**src/rtl/bus_arbiter_if.sv**
```systemverilog
// rtl/bus_arbiter_if.sv - request/grant bundle between bus requesters and bus_arbiter
//
// Purpose: carries the requester vector and the registered arbitration
// results (one-hot grant, encoded owner index, busy, optional preempt).
// Ports (signals):
//   req     [NREQ-1:0]  requester i holds bit i high while it wants/owns the bus
//   grant   [NREQ-1:0]  one-hot or zero owner vector
//   encoded [4:0]       owner index, 5'd31 when nobody owns the bus
//   busy                high whenever grant is nonzero
//   preempt             one-cycle forced-release pulse (BUS_ARB_TIMEOUT_EN only)
// Modports: master = requester side, slave = arbiter side.
// Macro: BUS_ARB_TIMEOUT_EN adds the preempt signal.

interface bus_arbiter_if #(
    parameter int NREQ = 24
);
    logic [NREQ-1:0] req;
    logic [NREQ-1:0] grant;
    logic [4:0]      encoded;
    logic            busy;
`ifdef BUS_ARB_TIMEOUT_EN
    logic            preempt;

    modport master (output req, input grant, input encoded, input busy, input preempt);
    modport slave  (input req, output grant, output encoded, output busy, output preempt);
`else
    modport master (output req, input grant, input encoded, input busy);
    modport slave  (input req, output grant, output encoded, output busy);
`endif
endinterface

```
**src/rtl/bus_arbiter.sv**
```systemverilog
// rtl/bus_arbiter.sv - round-robin (descending) bus arbiter with one-cycle turnaround
//
// Purpose: grants the bus to one of NREQ requesters. Search order starts at
// ptr and descends with wrap; the last owner becomes lowest priority. Every
// tenure ends with a single RELEASE turnaround cycle before re-arbitration.
// Ports:
//   clk    rising-edge clock
//   clear  asynchronous active-low reset
//   bus    bus_arbiter_if.slave (req in; grant/encoded/busy[/preempt] out, all registered)
// Parameters:
//   NREQ      number of requesters (encoded is 5 bits, so at most 31)
//   MAX_HOLD  maximum tenure in cycles while another requester waits (2..255)
// Macro: BUS_ARB_TIMEOUT_EN enables the tenure counter, forced release and preempt.

module bus_arbiter #(
    parameter int NREQ     = 24,
    parameter int MAX_HOLD = 8
) (
    input logic          clk,
    input logic          clear,
    bus_arbiter_if.slave bus
);

    typedef enum logic [1:0] {
        IDLE    = 2'd0,
        GRANT   = 2'd1,
        RELEASE = 2'd2
    } state_t;

    localparam logic [4:0] ENC_NONE = 5'd31;
    localparam logic [4:0] PTR_TOP  = 5'(NREQ - 1);

    state_t          state_q, state_d;
    logic [NREQ-1:0] grant_q, grant_d;
    logic [4:0]      encoded_q, encoded_d;
    logic            busy_q, busy_d;
    logic [4:0]      ptr_q, ptr_d;

    logic            any_req;
    logic [4:0]      win_idx;
    logic            owner_req;
    logic [4:0]      ptr_after_owner;
    int              cand;

`ifdef BUS_ARB_TIMEOUT_EN
    localparam logic [7:0] HOLD_LAST = 8'(MAX_HOLD - 1);

    logic [7:0] tenure_q, tenure_d;
    logic       preempt_q, preempt_d;
    logic       others_waiting;

    // grant_q is the owner's one-hot, so masking it leaves only competitors
    assign others_waiting = |(bus.req & ~grant_q);
`endif

    // While in GRANT, encoded_q is the owner index
    assign owner_req       = bus.req[encoded_q];
    assign ptr_after_owner = (encoded_q == 5'd0) ? PTR_TOP : encoded_q - 5'd1;

    // Descending search from ptr with wrap; the first high req wins
    always_comb begin
        any_req = 1'b0;
        win_idx = '0;
        cand    = 0;
        for (int i = 0; i < NREQ; i++) begin
            cand = int'(ptr_q) - i;
            if (cand < 0) begin
                cand = cand + NREQ;
            end
            if (!any_req && bus.req[cand[4:0]]) begin
                any_req = 1'b1;
                win_idx = cand[4:0];
            end
        end
    end

    always_comb begin
        state_d   = state_q;
        grant_d   = grant_q;
        encoded_d = encoded_q;
        busy_d    = busy_q;
        ptr_d     = ptr_q;
`ifdef BUS_ARB_TIMEOUT_EN
        tenure_d  = tenure_q;
        preempt_d = 1'b0;
`endif
        case (state_q)
            // RELEASE is the turnaround cycle; it arbitrates exactly like IDLE
            IDLE, RELEASE: begin
                state_d   = IDLE;
                grant_d   = '0;
                encoded_d = ENC_NONE;
                busy_d    = 1'b0;
                if (any_req) begin
                    state_d   = GRANT;
                    grant_d   = NREQ'(1) << win_idx;
                    encoded_d = win_idx;
                    busy_d    = 1'b1;
`ifdef BUS_ARB_TIMEOUT_EN
                    tenure_d  = 8'd0;
`endif
                end
            end
            GRANT: begin
                if (!owner_req) begin
                    state_d   = RELEASE;
                    grant_d   = '0;
                    encoded_d = ENC_NONE;
                    busy_d    = 1'b0;
                    ptr_d     = ptr_after_owner;
                end
`ifdef BUS_ARB_TIMEOUT_EN
                // A voluntary release at the same edge takes the branch above,
                // so preempt only fires when the owner is still requesting
                else if (tenure_q == HOLD_LAST && others_waiting) begin
                    state_d   = RELEASE;
                    grant_d   = '0;
                    encoded_d = ENC_NONE;
                    busy_d    = 1'b0;
                    ptr_d     = ptr_after_owner;
                    preempt_d = 1'b1;
                end else begin
                    tenure_d = (tenure_q == 8'hFF) ? tenure_q : tenure_q + 8'd1;
                end
`endif
            end
            default: begin
                state_d   = IDLE;
                grant_d   = '0;
                encoded_d = ENC_NONE;
                busy_d    = 1'b0;
            end
        endcase
    end

    always_ff @(posedge clk or negedge clear) begin
        if (!clear) begin
            state_q   <= IDLE;
            grant_q   <= '0;
            encoded_q <= ENC_NONE;
            busy_q    <= 1'b0;
            ptr_q     <= PTR_TOP;
`ifdef BUS_ARB_TIMEOUT_EN
            tenure_q  <= 8'd0;
            preempt_q <= 1'b0;
`endif
        end else begin
            state_q   <= state_d;
            grant_q   <= grant_d;
            encoded_q <= encoded_d;
            busy_q    <= busy_d;
            ptr_q     <= ptr_d;
`ifdef BUS_ARB_TIMEOUT_EN
            tenure_q  <= tenure_d;
            preempt_q <= preempt_d;
`endif
        end
    end

    assign bus.grant   = grant_q;
    assign bus.encoded = encoded_q;
    assign bus.busy    = busy_q;
`ifdef BUS_ARB_TIMEOUT_EN
    assign bus.preempt = preempt_q;
`endif

endmodule
```
**src/flat_wrapper.sv**
```systemverilog
// flat-port wrapper written by rule: the top's interface ports become plain ports
module bus_arbiter_flat 
#(
    parameter int NREQ     = 24,
    parameter int MAX_HOLD = 8
)
  (clk, clear, bus_req, bus_grant, bus_encoded, bus_busy);
  bus_arbiter_if #(.NREQ(NREQ)) bus_i ();
  input logic clk;
  input logic clear;
  input wire logic [$bits(bus_i.req)-1:0] bus_req;
  output wire logic [$bits(bus_i.grant)-1:0] bus_grant;
  output wire logic [$bits(bus_i.encoded)-1:0] bus_encoded;
  output wire logic [$bits(bus_i.busy)-1:0] bus_busy;
  assign bus_i.req = bus_req;
  assign bus_grant = bus_i.grant;
  assign bus_encoded = bus_i.encoded;
  assign bus_busy = bus_i.busy;
  bus_arbiter #(.NREQ(NREQ), .MAX_HOLD(MAX_HOLD)) u_core (.clk(clk), .clear(clear), .bus(bus_i));
endmodule
```
**config.mk**
```make
export PLATFORM = sky130hd
export DESIGN_NAME = bus_arbiter_flat
export DESIGN_NICKNAME = d
export VERILOG_FILES = /design/src/rtl/bus_arbiter_if.sv /design/src/rtl/bus_arbiter.sv /design/src/flat_wrapper.sv
export SDC_FILE = /design/constraint.sdc
export NUM_CORES = 1
export LEC_CHECK = 0
export ABC_AREA = 1
export CAP_MARGIN = 15
export CORE_MARGIN = 2
export CORE_UTILIZATION = 62
export CTS_CLUSTER_DIAMETER = 200
export DETAILED_ROUTE_END_ITERATION = 10
export GPL_ROUTABILITY_DRIVEN = 0
export MAX_ROUTING_LAYER = met4
export PLACE_DENSITY = 0.83
export SYNTH_ARGS = -nofsm -noshare
export SYNTH_HDL_FRONTEND = slang
export SYNTH_SLANG_ARGS = --single-unit
export TNS_END_PERCENT = 30
```
**constraint.sdc**
```tcl
create_clock -name clk -period 9.8 [get_ports clk]
set_input_delay 0.98 -clock clk [delete_from_list [all_inputs] [get_ports clk]]
set_output_delay 0.98 -clock clk [all_outputs]
set_load 0.03 [all_outputs]
```
Yosys cells after proc, flatten, opt, wreduce, memory -nomap -nowiden
Index checks and enable logic that the tools add are counted.
Word-level totals
  register bits after elaboration: 37
  bits of input ports: 26
  logic and storage cells: 292
Operators by class
  add/subtract/negate cells: 48
  order comparisons: 49
  equality and inequality tests: 3
  shift operators: 1
  muxes and demuxes: 135
  bitwise logic cells: 1
  reduce and logical (&&, ||, !) cells: 50
Operators with widths (number)
  $mux W5: 51
  $lt A5 B6 Y1 const B: 25
  $lt A6 B1 Y1 const B: 23
  $bmux W1 S5: 25
  $add A5 B4 Y5 const B: 23
  $mux W1: 52
  $mux W24: 2
  $pmux W24 S2: 1
  $sub A5 B4 Y6 const B: 8
  $sub A5 B5 Y6 const B: 8
  $shl A1 B5 Y24 const A: 1
  $sub A5 B3 Y6 const B: 4
  $logic_and A1 B1 Y1: 23
  $logic_not A1 Y1: 23
  $sub A5 B2 Y6 const B: 2
  $pmux W5 S2: 1
  $sub A5 B1 Y6 const B: 1
  $add A5 B5 Y5 const B: 1
  $logic_not A5 Y1: 1
  $lt A5 B1 Y1 const B: 1
  $sub A5 B1 Y5 const B: 1
  $pmux W2 S2: 1
  $eq A2 B1 Y1 const B: 1
  $eq A2 B2 Y1 const B: 1
  7 further kinds: 7

Depth between registers and ports, before layout
  depth after elaboration: 77
  mapped depth: 38

Worst setup path after synthesis
Ideal clock, no wire load.
  path type: flip-flop to flip-flop
  start: reg u_core.ptr_q[1]
  end: reg u_core.grant_q[16], in the netlist u_core.bus.grant[16]
  setup time: 0.066 ns
  arrival time: 4.381 ns
  data required time: 9.734 ns
  slack: 5.354 ns
  cell stages (with the launch flop): 29
  buffers on the path: 5
  period minus slack after synthesis: 4.446 ns
  cells stage by stage: dfstp_2 inv_1 buf_2 clkbuf_1 ha_1 buf_2 inv_2 buf_2 nand3_1 nand3_1 nand3_1 nand2_1 nand2_1 nand2_2 nand4_4 nor2_4 nand4_4 nor2_4 nand4_4 nor2_4 nand4_4 nor2_8 nand4_4 nor3_4 nand3_2 a21oi_4 buf_6 nand3_1 nand2_1
Between the ends
  word-level cells in the longest chain between the ends: 77
  elaborated cells between the ends (all ways): 240
  classes of those cells: 47 x add/sub; 24 x order compare; 1 x shift; 122 x mux; 46 x reduce/logical
RTL lines
  from (decl): RTL line bus_arbiter.sv:37  | logic [4:0] ptr_q, ptr_d;
  from (signal assigned): RTL line bus_arbiter.sv:152  | ptr_q <= ptr_d;
  parallel branches: the longest is 75 deep, another holds $sub A5 B1 Y6
  $mux W24 (*): RTL line bus_arbiter.sv:94  | if (any_req) begin
  $pmux W24 S2 (*): RTL line bus_arbiter.sv:87  | case (state_q)
  to (signal assigned): RTL line bus_arbiter.sv:149  | grant_q <= grant_d;
  to (decl): RTL line bus_arbiter.sv:34  | logic [NREQ-1:0] grant_q, grant_d;
Every way passes the cells marked *. The select of a mux whose other input is x is not followed.
A chain may end at the register's enable or synchronous reset.

Worst setup path after layout
  start: reg u_core.ptr_q[0]
  end: reg u_core.grant_q[21], in the netlist u_core.bus.grant[21]
The elaborated chain is that of the path after synthesis.

==> summary.md <==
| Metric | Value |
|---|---|
| Area fraction of the dominant cell type after synthesis | 0.2497 |
| Maximum number of pins on one net before global-route repair | 37 |
| R2r endpoint | u_core.bus.grant[21]$_DFFE_PN0P_ |
| Wire length of the first global-routing pass | between 30,000 and 40,000 um |
| Reg-to-reg startpoint | u_core.ptr_q[0]$_DFFE_PN1P_ |
| CTS Root Buffer Type | clkbuf_8 |
| Largest cells by area after synthesis | nand2_1 (25%), nand3_1 (14%), dfrtp_1 (11%) |
| Compound-gate portion of the synthesized area | 0.1097 |
| Arrival time worst endpoint | 6.28 ns |
| Setup Buffers After CTS | 0 |
| Post-route setup TNS | 0 ns |
| Share of the cycle needed by the critical path after routing | 0.6160 |
| DRT antenna net count | 0 |
| Hold Path Depth | 2 |
| Post-synth EDFFs | 0 |
| Number of H-tree levels | 2 |
| Count of synthesis-stage warnings from yosys | 0 |
| Synthesized netlist net count | ~1,100 |
| Share of synthesized area occupied by flip-flops and latches | 0.1495 |
| Non-filler instance count after layout | roughly 1,300 |
| Number of endpoints failing setup at the final stage | 0 |
| Destination of the worst hold path | u_core.bus.grant[0]$_DFFE_PN0P_ |
| Number of detailed-routing iterations run before antenna repair | 6 |
| Buffer levels on the longest clock path | 2 |
| CP max stage cell | dfstp_2 |
| Cells after DPL | around 1,300 |
| I/O Buffers | 55 |
| Maximum Capacitance Violations | 0 |
| Core Rows | 36 |
| Post-cts resize count | 0 |
| Drt first-iter violations | between 800 and 900 |
| Number of nets at the end of the flow | 1,168 |
| Die width | slightly above 100 um |
| Mux contribution to synthesized area | 0 |
| Cells on worst reg2reg path | 29 |
| Top Ports | 56 |
| Critical Path Start Type | register |
| Clk sink count | 36 |
| Crit path time final | between 6 and 7 ns |
| R2R Setup Slk | 3.76 ns |
| Detailed-route vias per instance | 5.913 |
| Antenna diode instance count | 0 |
| Clock edge transition at the registers on the reported setup and hold paths | around 0.090 ns |
| Final-report hold violation count | 0 |
| Cell with the most instances after synthesis | nand2_1 |
| Critical path capture point type | register |
| Final worst clock skew | around 0.011 ns |
| Setup CP Type | register to register |
| CTS Hold Buffers Added | 0 |
| Worst slew margin relative to its limit | 0.3642 |
| Average wire length per cell after detail routing | around 17 um |
| Floorplan core area | 9684 um^2 |
| Number of global-route vias before repair | ~6,600 |
| Synthesized flop and latch total | 36 |
| Total congestion overflow after global routing | 0 |
| Worst Hold Launch | u_core.bus.grant[0]$_DFFE_PN0P_ |
| Number of antenna violations at the first check in global routing | 0 |
| Async set-reset flop share out of synthesis | 1.000 |
| Clock tree from TritonCTS | yes |
| Post-Synthesis Mean Instance Area | 5.588 um^2 |
| Area growth, synth to finish | 10.76% |
| Combined area of all synthesized cells | 6102 um^2 |
| Cell seen most often among critical-path stages | nand2_1 |
| Setup slack at placement | roughly 4.1 ns |
| Predominant post-synthesis flop cell | dfrtp_1 |
| Run status | completed |
| Number of buffers added by the clock tree synthesis step | 5 |
| Slew Limit Fails | 0 |
| Total detailed-routing wirelength | around 22,000 um |
| Count of unique library cells instantiated by Yosys | 47 |
| Least-Margin Pin Slew | ~0.95 ns |
| Via count | between 7,000 and 8,000 |
| Final worst setup slack | approximately 3.8 ns |
| Die Footprint | between 10,000 and 15,000 um^2 |
| Post-synthesis cell type with the largest combined area | nand2_1 |
| Most instantiated cells after synthesis | nand2_1 (406), nand3_1 (175), inv_1 (113), nor2_1 (66), o21ai_0 (54) |
| Die height | slightly above 100 um |
| Number of instances in the synthesized netlist | roughly 1,100 |
| Fraction of final layout cells sized beyond drive strength 1 | 0.07105 |
| Area share of xor/xnor cells in the synthesized design | 0.06008 |
| Main combinational cell family by area after synthesis | simple AND/OR/NAND/NOR gates |
| Path type of the worst min-delay path | register to register |
| Adder-cell share of the synthesized area | 0.03486 |
| RSZ-0062 raised after global routing | false |
| Clock insertion delay at the later pin of the skew report | around 0.3 ns |
| Detailed placer's ending HPWL | around 16,000 um |
| Global Route Usage Sum | 0.4284 |
| F_max | around 0.17 GHz |
| Max FO, Critical Path | 31 |
| Crit path largest cell delay | around 0.94 ns |
| Post-detailed-route DRC marker count | 0 |
| CP required | approximately 10 ns |
| Initial cell density of the core | 0.6301 |
| Simple-gate share of the synthesized area | 0.5296 |
[per-layer routing]
| layer | GRT usage | wire length (um) | vias up |
|---|---|---|---|
| met2 | 0.6204 | 8958 | 502 |
| met4 | 0.2358 | 1408 | 0 |
| met3 | 0.07863 | 2536 | 99 |
| met1 | 0.5647 | 8712 | 3252 |
| met5 | - | 0 | - |
| li1 | - | - | 3592 |
[critical path, delay by kind of cell (launching register included)]
family | cells | cell delay (ns)
adder cells (fa/ha/maj) | 1 | 0.72
flip-flops | 1 | 0.94
AND/OR/NAND/NOR | 25 | 3.33
buffers and inverters | 3 | 0.95
[logic make-up after synthesis]
family	count (synthesis)
XOR/XNOR	38
buffers and inverters	168
flip-flops	36
AND/OR/NAND/NOR	717
adder cells (fa/ha/maj)	17
AO/OA/AOI/OAI	116
[final cells by class]
type	instances	area [um^2]
clock buffer	5	68.82
inverter	136	515.5
timing repair buffer	58	573.1
multi-input combinational	888	4481
clock inverter	3	42.54
sequential	36	912.1
tap	133	166.4
fill	898	2925
[registers in the layout (all words and copies together), names as in the netlist]
signal              count
u_core.bus.encoded      5
u_core.state_q          2
u_core.ptr_q            5
u_core.bus.grant       24
[per-stage QoR]
stage / area [um^2] / util / hold WS (ns)
final: 6759 / 0.6979 / 0.4844
after global routing: 6759 / 0.6979 / 0.5063
after global placement: 6648 / 0.6864 / 0.4668
after CTS: 6759 / 0.6979 / 0.4889
after detailed placement: 6648 / 0.6864 / 0.4643
after floorplan: 6102 / - / 0.5152
[placed cells by master, fill, tap and decap left out, types with 4 or more instances in the layout]
cell	count
ha_1	17
nand3_1	175
o22ai_1	4
inv_2	19
nand3_2	4
xor2_1	23
o21ai_1	18
o21bai_1	4
dfstp_2	9
nor2_1	66
xnor2_1	12
inv_1	113
nor2_4	6
dfrtp_1	27
and2_1	4
nor3_1	5
clkdlybuf4s50_1	55
a21oi_1	15
nand2_1	406
o21ai_0	54
nand4_1	23
nand4_4	5
or2_2	5
o211ai_1	8
nand2_2	8
clkbuf_8	5
[how the worst max path moves through the flow]
stage	from	end	slack, ns	cells past startpoint
global placement	u_core.ptr_q[0]$_DFFE_PN1P_	u_core.bus.grant[14]$_DFFE_PN0P_	4.13	27
global route	u_core.ptr_q[0]$_DFFE_PN1P_	u_core.bus.grant[21]$_DFFE_PN0P_	3.33	29
floorplan	u_core.ptr_q[1]$_DFFE_PN1P_	u_core.bus.grant[16]$_DFFE_PN0P_	5.35	28
CTS	u_core.ptr_q[0]$_DFFE_PN1P_	u_core.bus.grant[21]$_DFFE_PN0P_	3.99	29
finish	u_core.ptr_q[0]$_DFFE_PN1P_	u_core.bus.grant[21]$_DFFE_PN0P_	3.76	29
detailed placement	u_core.ptr_q[0]$_DFFE_PN1P_	u_core.bus.grant[1]$_DFFE_PN0P_	4.05	29
Power is left out: the tool's default activity adds up to more than one toggle a clock period on the data nets, which glitch-free logic cannot reach.
